File: src/rtl/pipe_stage_reg_if.sv
// Valid/ready stream channel carrying an opaque payload plus a control bundle
// between two pipeline stages. The producer uses master, the consumer uses slave.
interface pipe_stage_reg_if #(
    parameter int DATA_W = 128,
    parameter int CTRL_W = 16
);
    logic              valid;
    logic              ready;
    logic [DATA_W-1:0] data;
    logic [CTRL_W-1:0] ctrl;

    modport master (output valid, output data, output ctrl, input  ready);
    modport slave  (input  valid, input  data, input  ctrl, output ready);
endinterface

File: src/rtl/pipe_stage_reg.sv
// Generic inter-stage pipeline register with valid/ready handshake, flush and a
// saturating bubble counter. Define PIPE_SKID_EN for the 2-entry skid variant.
module pipe_stage_reg #(
    parameter int DATA_W = 128,
    parameter int CTRL_W = 16,
    parameter int CNT_W  = 16
) (
    input  logic              clk,
    input  logic              reset,
    input  logic              flush,
    pipe_stage_reg_if.slave   in_if,
    pipe_stage_reg_if.master  out_if,
    output logic [1:0]        occupancy,
    output logic [CNT_W-1:0]  bubble_cnt
);

    function automatic logic [CNT_W-1:0] sat_inc(input logic [CNT_W-1:0] v);
        return (&v) ? v : v + CNT_W'(1);
    endfunction

    logic              valid_q, valid_d;
    logic [DATA_W-1:0] data_q,  data_d;
    logic [CTRL_W-1:0] ctrl_q,  ctrl_d;
    logic [CNT_W-1:0]  cnt_q,   cnt_d;
    logic              in_fire;
    logic              main_free;

    assign in_fire   = in_if.valid & in_if.ready;
    assign main_free = ~valid_q | out_if.ready;

    always_comb begin
        cnt_d = cnt_q;
        if (out_if.ready && !valid_q)
            cnt_d = sat_inc(cnt_q);
    end

`ifdef PIPE_SKID_EN
    logic              skid_valid_q, skid_valid_d;
    logic [DATA_W-1:0] skid_data_q,  skid_data_d;
    logic [CTRL_W-1:0] skid_ctrl_q,  skid_ctrl_d;

    // Ready depends only on the skid flag, so out_ready never reaches in_ready.
    assign in_if.ready = ~skid_valid_q;
    assign occupancy   = {1'b0, valid_q} + {1'b0, skid_valid_q};

    always_comb begin
        valid_d      = valid_q;
        data_d       = data_q;
        ctrl_d       = ctrl_q;
        skid_valid_d = skid_valid_q;
        skid_data_d  = skid_data_q;
        skid_ctrl_d  = skid_ctrl_q;
        if (flush) begin
            valid_d      = 1'b0;
            skid_valid_d = 1'b0;
        end else if (main_free) begin
            if (skid_valid_q) begin
                // in_fire is impossible here: in_ready is low while skid is full.
                valid_d      = 1'b1;
                data_d       = skid_data_q;
                ctrl_d       = skid_ctrl_q;
                skid_valid_d = 1'b0;
            end else if (in_fire) begin
                valid_d = 1'b1;
                data_d  = in_if.data;
                ctrl_d  = in_if.ctrl;
            end else begin
                valid_d = 1'b0;
            end
        end else if (in_fire) begin
            skid_valid_d = 1'b1;
            skid_data_d  = in_if.data;
            skid_ctrl_d  = in_if.ctrl;
        end
    end

    always_ff @(posedge clk or posedge reset) begin
        if (reset) begin
            skid_valid_q <= 1'b0;
            skid_data_q  <= '0;
            skid_ctrl_q  <= '0;
        end else begin
            skid_valid_q <= skid_valid_d;
            skid_data_q  <= skid_data_d;
            skid_ctrl_q  <= skid_ctrl_d;
        end
    end
`else
    assign in_if.ready = main_free;
    assign occupancy   = {1'b0, valid_q};

    always_comb begin
        valid_d = valid_q;
        data_d  = data_q;
        ctrl_d  = ctrl_q;
        if (flush) begin
            valid_d = 1'b0;
        end else if (in_fire) begin
            valid_d = 1'b1;
            data_d  = in_if.data;
            ctrl_d  = in_if.ctrl;
        end else if (out_if.ready) begin
            valid_d = 1'b0;
        end
    end
`endif

    always_ff @(posedge clk or posedge reset) begin
        if (reset) begin
            valid_q <= 1'b0;
            data_q  <= '0;
            ctrl_q  <= '0;
            cnt_q   <= '0;
        end else begin
            valid_q <= valid_d;
            data_q  <= data_d;
            ctrl_q  <= ctrl_d;
            cnt_q   <= cnt_d;
        end
    end

    // Bubbles always present a NOP control word downstream.
    assign out_if.valid = valid_q;
    assign out_if.data  = data_q;
    assign out_if.ctrl  = valid_q ? ctrl_q : '0;
    assign bubble_cnt   = cnt_q;

endmodule

File: src/flat_wrapper.sv
// flat-port wrapper written by rule: the top's interface ports become plain ports
module pipe_stage_reg_flat 
#(
    parameter int DATA_W = 128,
    parameter int CTRL_W = 16,
    parameter int CNT_W  = 16
)
  (clk, reset, flush, occupancy, bubble_cnt, in_if_valid, in_if_data, in_if_ctrl, in_if_ready, out_if_valid, out_if_data, out_if_ctrl, out_if_ready);
  pipe_stage_reg_if #(.DATA_W(DATA_W), .CTRL_W(CTRL_W)) in_if_i ();
  pipe_stage_reg_if #(.DATA_W(DATA_W), .CTRL_W(CTRL_W)) out_if_i ();
  input  logic clk;
  input  logic reset;
  input  logic flush;
  output logic [1:0] occupancy;
  output logic [CNT_W-1:0] bubble_cnt;
  input wire logic [$bits(in_if_i.valid)-1:0] in_if_valid;
  input wire logic [$bits(in_if_i.data)-1:0] in_if_data;
  input wire logic [$bits(in_if_i.ctrl)-1:0] in_if_ctrl;
  output wire logic [$bits(in_if_i.ready)-1:0] in_if_ready;
  output wire logic [$bits(out_if_i.valid)-1:0] out_if_valid;
  output wire logic [$bits(out_if_i.data)-1:0] out_if_data;
  output wire logic [$bits(out_if_i.ctrl)-1:0] out_if_ctrl;
  input wire logic [$bits(out_if_i.ready)-1:0] out_if_ready;
  assign in_if_i.valid = in_if_valid;
  assign in_if_i.data = in_if_data;
  assign in_if_i.ctrl = in_if_ctrl;
  assign in_if_ready = in_if_i.ready;
  assign out_if_valid = out_if_i.valid;
  assign out_if_data = out_if_i.data;
  assign out_if_ctrl = out_if_i.ctrl;
  assign out_if_i.ready = out_if_ready;
  pipe_stage_reg #(.DATA_W(DATA_W), .CTRL_W(CTRL_W), .CNT_W(CNT_W)) u_core (.clk(clk), .reset(reset), .flush(flush), .in_if(in_if_i), .out_if(out_if_i), .occupancy(occupancy), .bubble_cnt(bubble_cnt));
endmodule
File: config.mk
export PLATFORM = sky130hd
export DESIGN_NAME = pipe_stage_reg_flat
export DESIGN_NICKNAME = d
export VERILOG_FILES = /design/src/rtl/pipe_stage_reg_if.sv /design/src/rtl/pipe_stage_reg.sv /design/src/flat_wrapper.sv
export SDC_FILE = /design/constraint.sdc
export NUM_CORES = 1
export LEC_CHECK = 0
export ABC_AREA = 1
export CORE_ASPECT_RATIO = 0.8
export CORE_MARGIN = 2
export CORE_UTILIZATION = 40
export DETAILED_ROUTE_END_ITERATION = 10
export MAX_ROUTING_LAYER = met4
export PLACE_DENSITY = 0.78
export SLEW_MARGIN = 10
export SYNTH_ARGS = -nofsm -noshare
export SYNTH_HDL_FRONTEND = slang
export SYNTH_SLANG_ARGS = --single-unit
File: constraint.sdc
create_clock -name clk -period 11.6 [get_ports clk]
set_input_delay 3.48 -clock clk [delete_from_list [all_inputs] [get_ports clk]]
set_output_delay 3.48 -clock clk [all_outputs]
set_load 0.1 [all_outputs]
==> key figures <==
STA
  – Final Max Slew Viols: 0
  – Final setup viols: 0
  – RSZ-0062 raised after global routing: false
  – Setup_tns: 0 ps
  – Period utilization: 0.753
  – Crit path time final: between 8000 and 9000 ps
  – Skew final: roughly 11 ps
  – Max Clk Rate: 114 MHz
  – Worst-Margin Slew: approximately 1000 ps
  – Final Hold Viols: 0
  – Rel. slew slack: 0.301

Drt
  – Post-Route WL: between 15000 and 20000 µm
  – Met3 wire len: roughly 1300 µm
  – Remaining DRCs: 0
  – First-pass DRT Iterations: 4
  – Via Count: 4908
  – Via-per-instance ratio: approximately 4.7
  – ANT nets after route: 0
  – Initial DRC Count: between 200 and 250
  – Wirelength per Cell: 17.4 µm
  – Highest metal layer with signal wires: met4
  – M1 WL: between 6000 and 7000 µm
  – DR WL met2: ~9600 µm

Clock network
  – Clock tree from TritonCTS: built
  – Clock-pin slew on the worst setup and hold paths: 60 ps
  – Clock latency on the worst-skew pair: 420 ps
  – Setup bufs post-CTS: 0
  – H-Tree Depth: 4
  – Clk buf depth: 2
  – Clock root cell: clkbuf_16
  – Post-CTS resize count: 0
  – # hold bufs at CTS: 0
  – TritonCTS buffer count: 17
  – CTS Sinks: between 150 and 200

Synth
  – Xor-xnor portion of the synthesized cell area: 0.00900
  – Cell variety after synth: 26
  – Post-synthesis mux area share: 0.271
  – Seq/Total Area, Yosys: 0.591
  – Post-Synth Simple-Gate Area: 0.0771
  – Syn Std Cell Area: roughly 7000 µm²
  – YS warnings: 0
  – Syn Inst Count: approximately 500
  – FF+latch count, synth: ~160
  – Post-Syn Nets: between 600 and 700
  – Largest family of logic cells by synthesized area: multiplexers
  – Post-synthesis average cell area: 13.7 µm²
  – Adder-cell share of the synthesized area: 0.00184
  – Compound-Gate Fraction of Synth Area: 0.00422

Worst setup path
  – Nature of the critical path endpoint: output pin
  – Crit path arrival time: 5260 ps
  – Worst-path fanout max: 3
  – Required time of the critical path: ~8000 ps
  – Startpoint Class: input pin
  – R2r setup slk: approximately 8600 ps
  – Reg2reg start: u_core.out_if.valid$_DFFE_PP0P_
  – Setup crit start: out_if_ready
  – Class of the most critical setup path: input pin to output pin

Job
  – Total of max-cap violations: 0

Min path
  – Hold Startpoint: u_core.out_if.data[47]$_DFFE_PP0P_
  – Type of the worst min-delay path: register to register

Final layout
  – Layout cells sized above 1: 0.230
  – NumNets Final: 959
  – Fin cells: about 1000
  – ANT cells: 0
  – Area grow syn2layout: 57.3%
  – Post-route cell area: 10700 µm²

Global routing
  – Vias in the first global route: ~5200
  – First-pass GRT wire length: around 28000 µm
  – Initial antenna violation count: 0
  – GRT Total Usage: 0.205
  – GRT overflow: 0
  – Pin count of the biggest net entering global routing: 83

Power and ir drop
  – Power Dens Cells: 226 nW/µm²
  – Leakage power: roughly 0.0048 µW
  – Pwr Total: ~2400 µW
  – Peak VDD IR: between 0.15 and 0.2 mV

Placed design
  – Cells after DPL: 1010
  – Placed Area: around 10000 µm²
  – DP HPWL: about 13000 µm
  – Port buffer count: 311
  – GP Congestion: between 0.8 and 0.9

Floorplan
  – Initial Util: 0.410
  – Core Region: between 15000 and 20000 µm²
  – Die H: 121 µm
  – # IOs: 313
  – Die area: 18100 µm²
  – Cell Rows: 42
  – Die width: between 100 and 150 µm

Outcome
  – Status: completed
==> sequential cells by signal, indices dropped and copies added (netlist names) <==
signal	flops
u_core.bubble_cnt	16
u_core.ctrl_q	16
u_core.out_if.data	128
u_core.out_if.valid	1
==> cells by family after synthesis <==
family / count (synthesis)
adders and majority gates: 1
muxes: 144
and+or+nand+nor: 124
other: 1
buffers and inverters: 57
AOI/OAI and AO/OA: 3
DFF: 161
xor gates and xnor gates: 7
==> final timing paths <==
| kind | to | cells after the start |
|---|---|---|
| setup reg to reg | u_core.out_if.data[11]$_DFFE_PP0P_ | 4 |
| hold reg to reg | u_core.out_if.data[47]$_DFFE_PP0P_ | 1 |
| max in group asynchronous | u_core.out_if.data[120]$_DFFE_PP0P_ | 3 |
| min in group asynchronous | u_core.out_if.data[9]$_DFFE_PP0P_ | 2 |
| hold / removal | u_core.out_if.data[47]$_DFFE_PP0P_ | 1 |
| setup / recovery | in_if_ready | 4 |
==> cells in the final DEF (no fill, tap or decap), types with 5 or more instances in the layout <==
cell type        Yosys  routed
bufinv_16            0       5
clkbuf_16            0      17
clkdlybuf4s50_1      0     311
dfrtp_1            161     161
inv_1               34      33
mux2_2              84      84
mux2_4              60      60
nand2_1             84      84
nand3_1             12      12
nor2_1              17      17
==> report_power, final <==
group          total (µW)  leakage, µW  internal (µW)  switching (µW)
Clock                 622     0.000313            395             227
Sequential            717      0.00192            656            61.7
Combinational        1080      0.00261            291             790
Total                2420      0.00485           1340            1080
==> synthesized netlist by cell type <==
library cell    n  area [µm²]
nand3_2         1        10.0
nand2_4         2        22.5
nor2_4          1        11.3
buf_6          10         113
clkbuf_1        1        3.75
mux2_2         84         946
a21oi_1         1        5.00
nor3_1          1        5.00
inv_2           2        7.51
nand4_1         2        12.5
conb_1          1        3.75
buf_4           2        15.0
nand3_1        12        60.1
buf_2           8        40.0
o21bai_4        1        18.8
nand2_1        84         315
inv_1          34         128
xnor2_1         4        35.0
dfrtp_1       161        4030
xor2_1          3        26.3
o21ai_0         1        5.00
nor2_1         17        63.8
nor2_2          2        12.5
mux2_4         60         901
ha_1            1        12.5
nand2_2         2        12.5
==> routing by layer <==
metal / vias up / track usage
met4: 0 / 0.0566
met5: - / -
met2: 196 / 0.352
met1: 2439 / 0.233
li1: 2255 / -
met3: 18 / 0.0626
==> critical path, cell delays in order <==
cell	delay, ps
clkdlybuf4s50_1	490
inv_2	50
nand2_4	90
clkdlybuf4s50_1	1150
==> layout make-up <==
class                           instances  area [µm²]
Fill cell                            1245        5890
Sequential cell                       161        4030
Timing Repair Buffer                  313        3130
Multi-Input combinational cell        280        2490
Clock buffer                           20         457
Tap cell                              220         275
Clock inverter                         12         204
Inverter                               36         140
==> metrics by stage <==
step	worst slack [ps]	hold slack [ps]	util
CTS	2860	508	0.646
global placement	2850	486	0.606
global route	2830	521	0.646
floorplan	3770	479	-
detailed placement	2870	492	0.606
finish	2860	506	0.646
No activity file was read; power rests on OpenSTA's default activity.
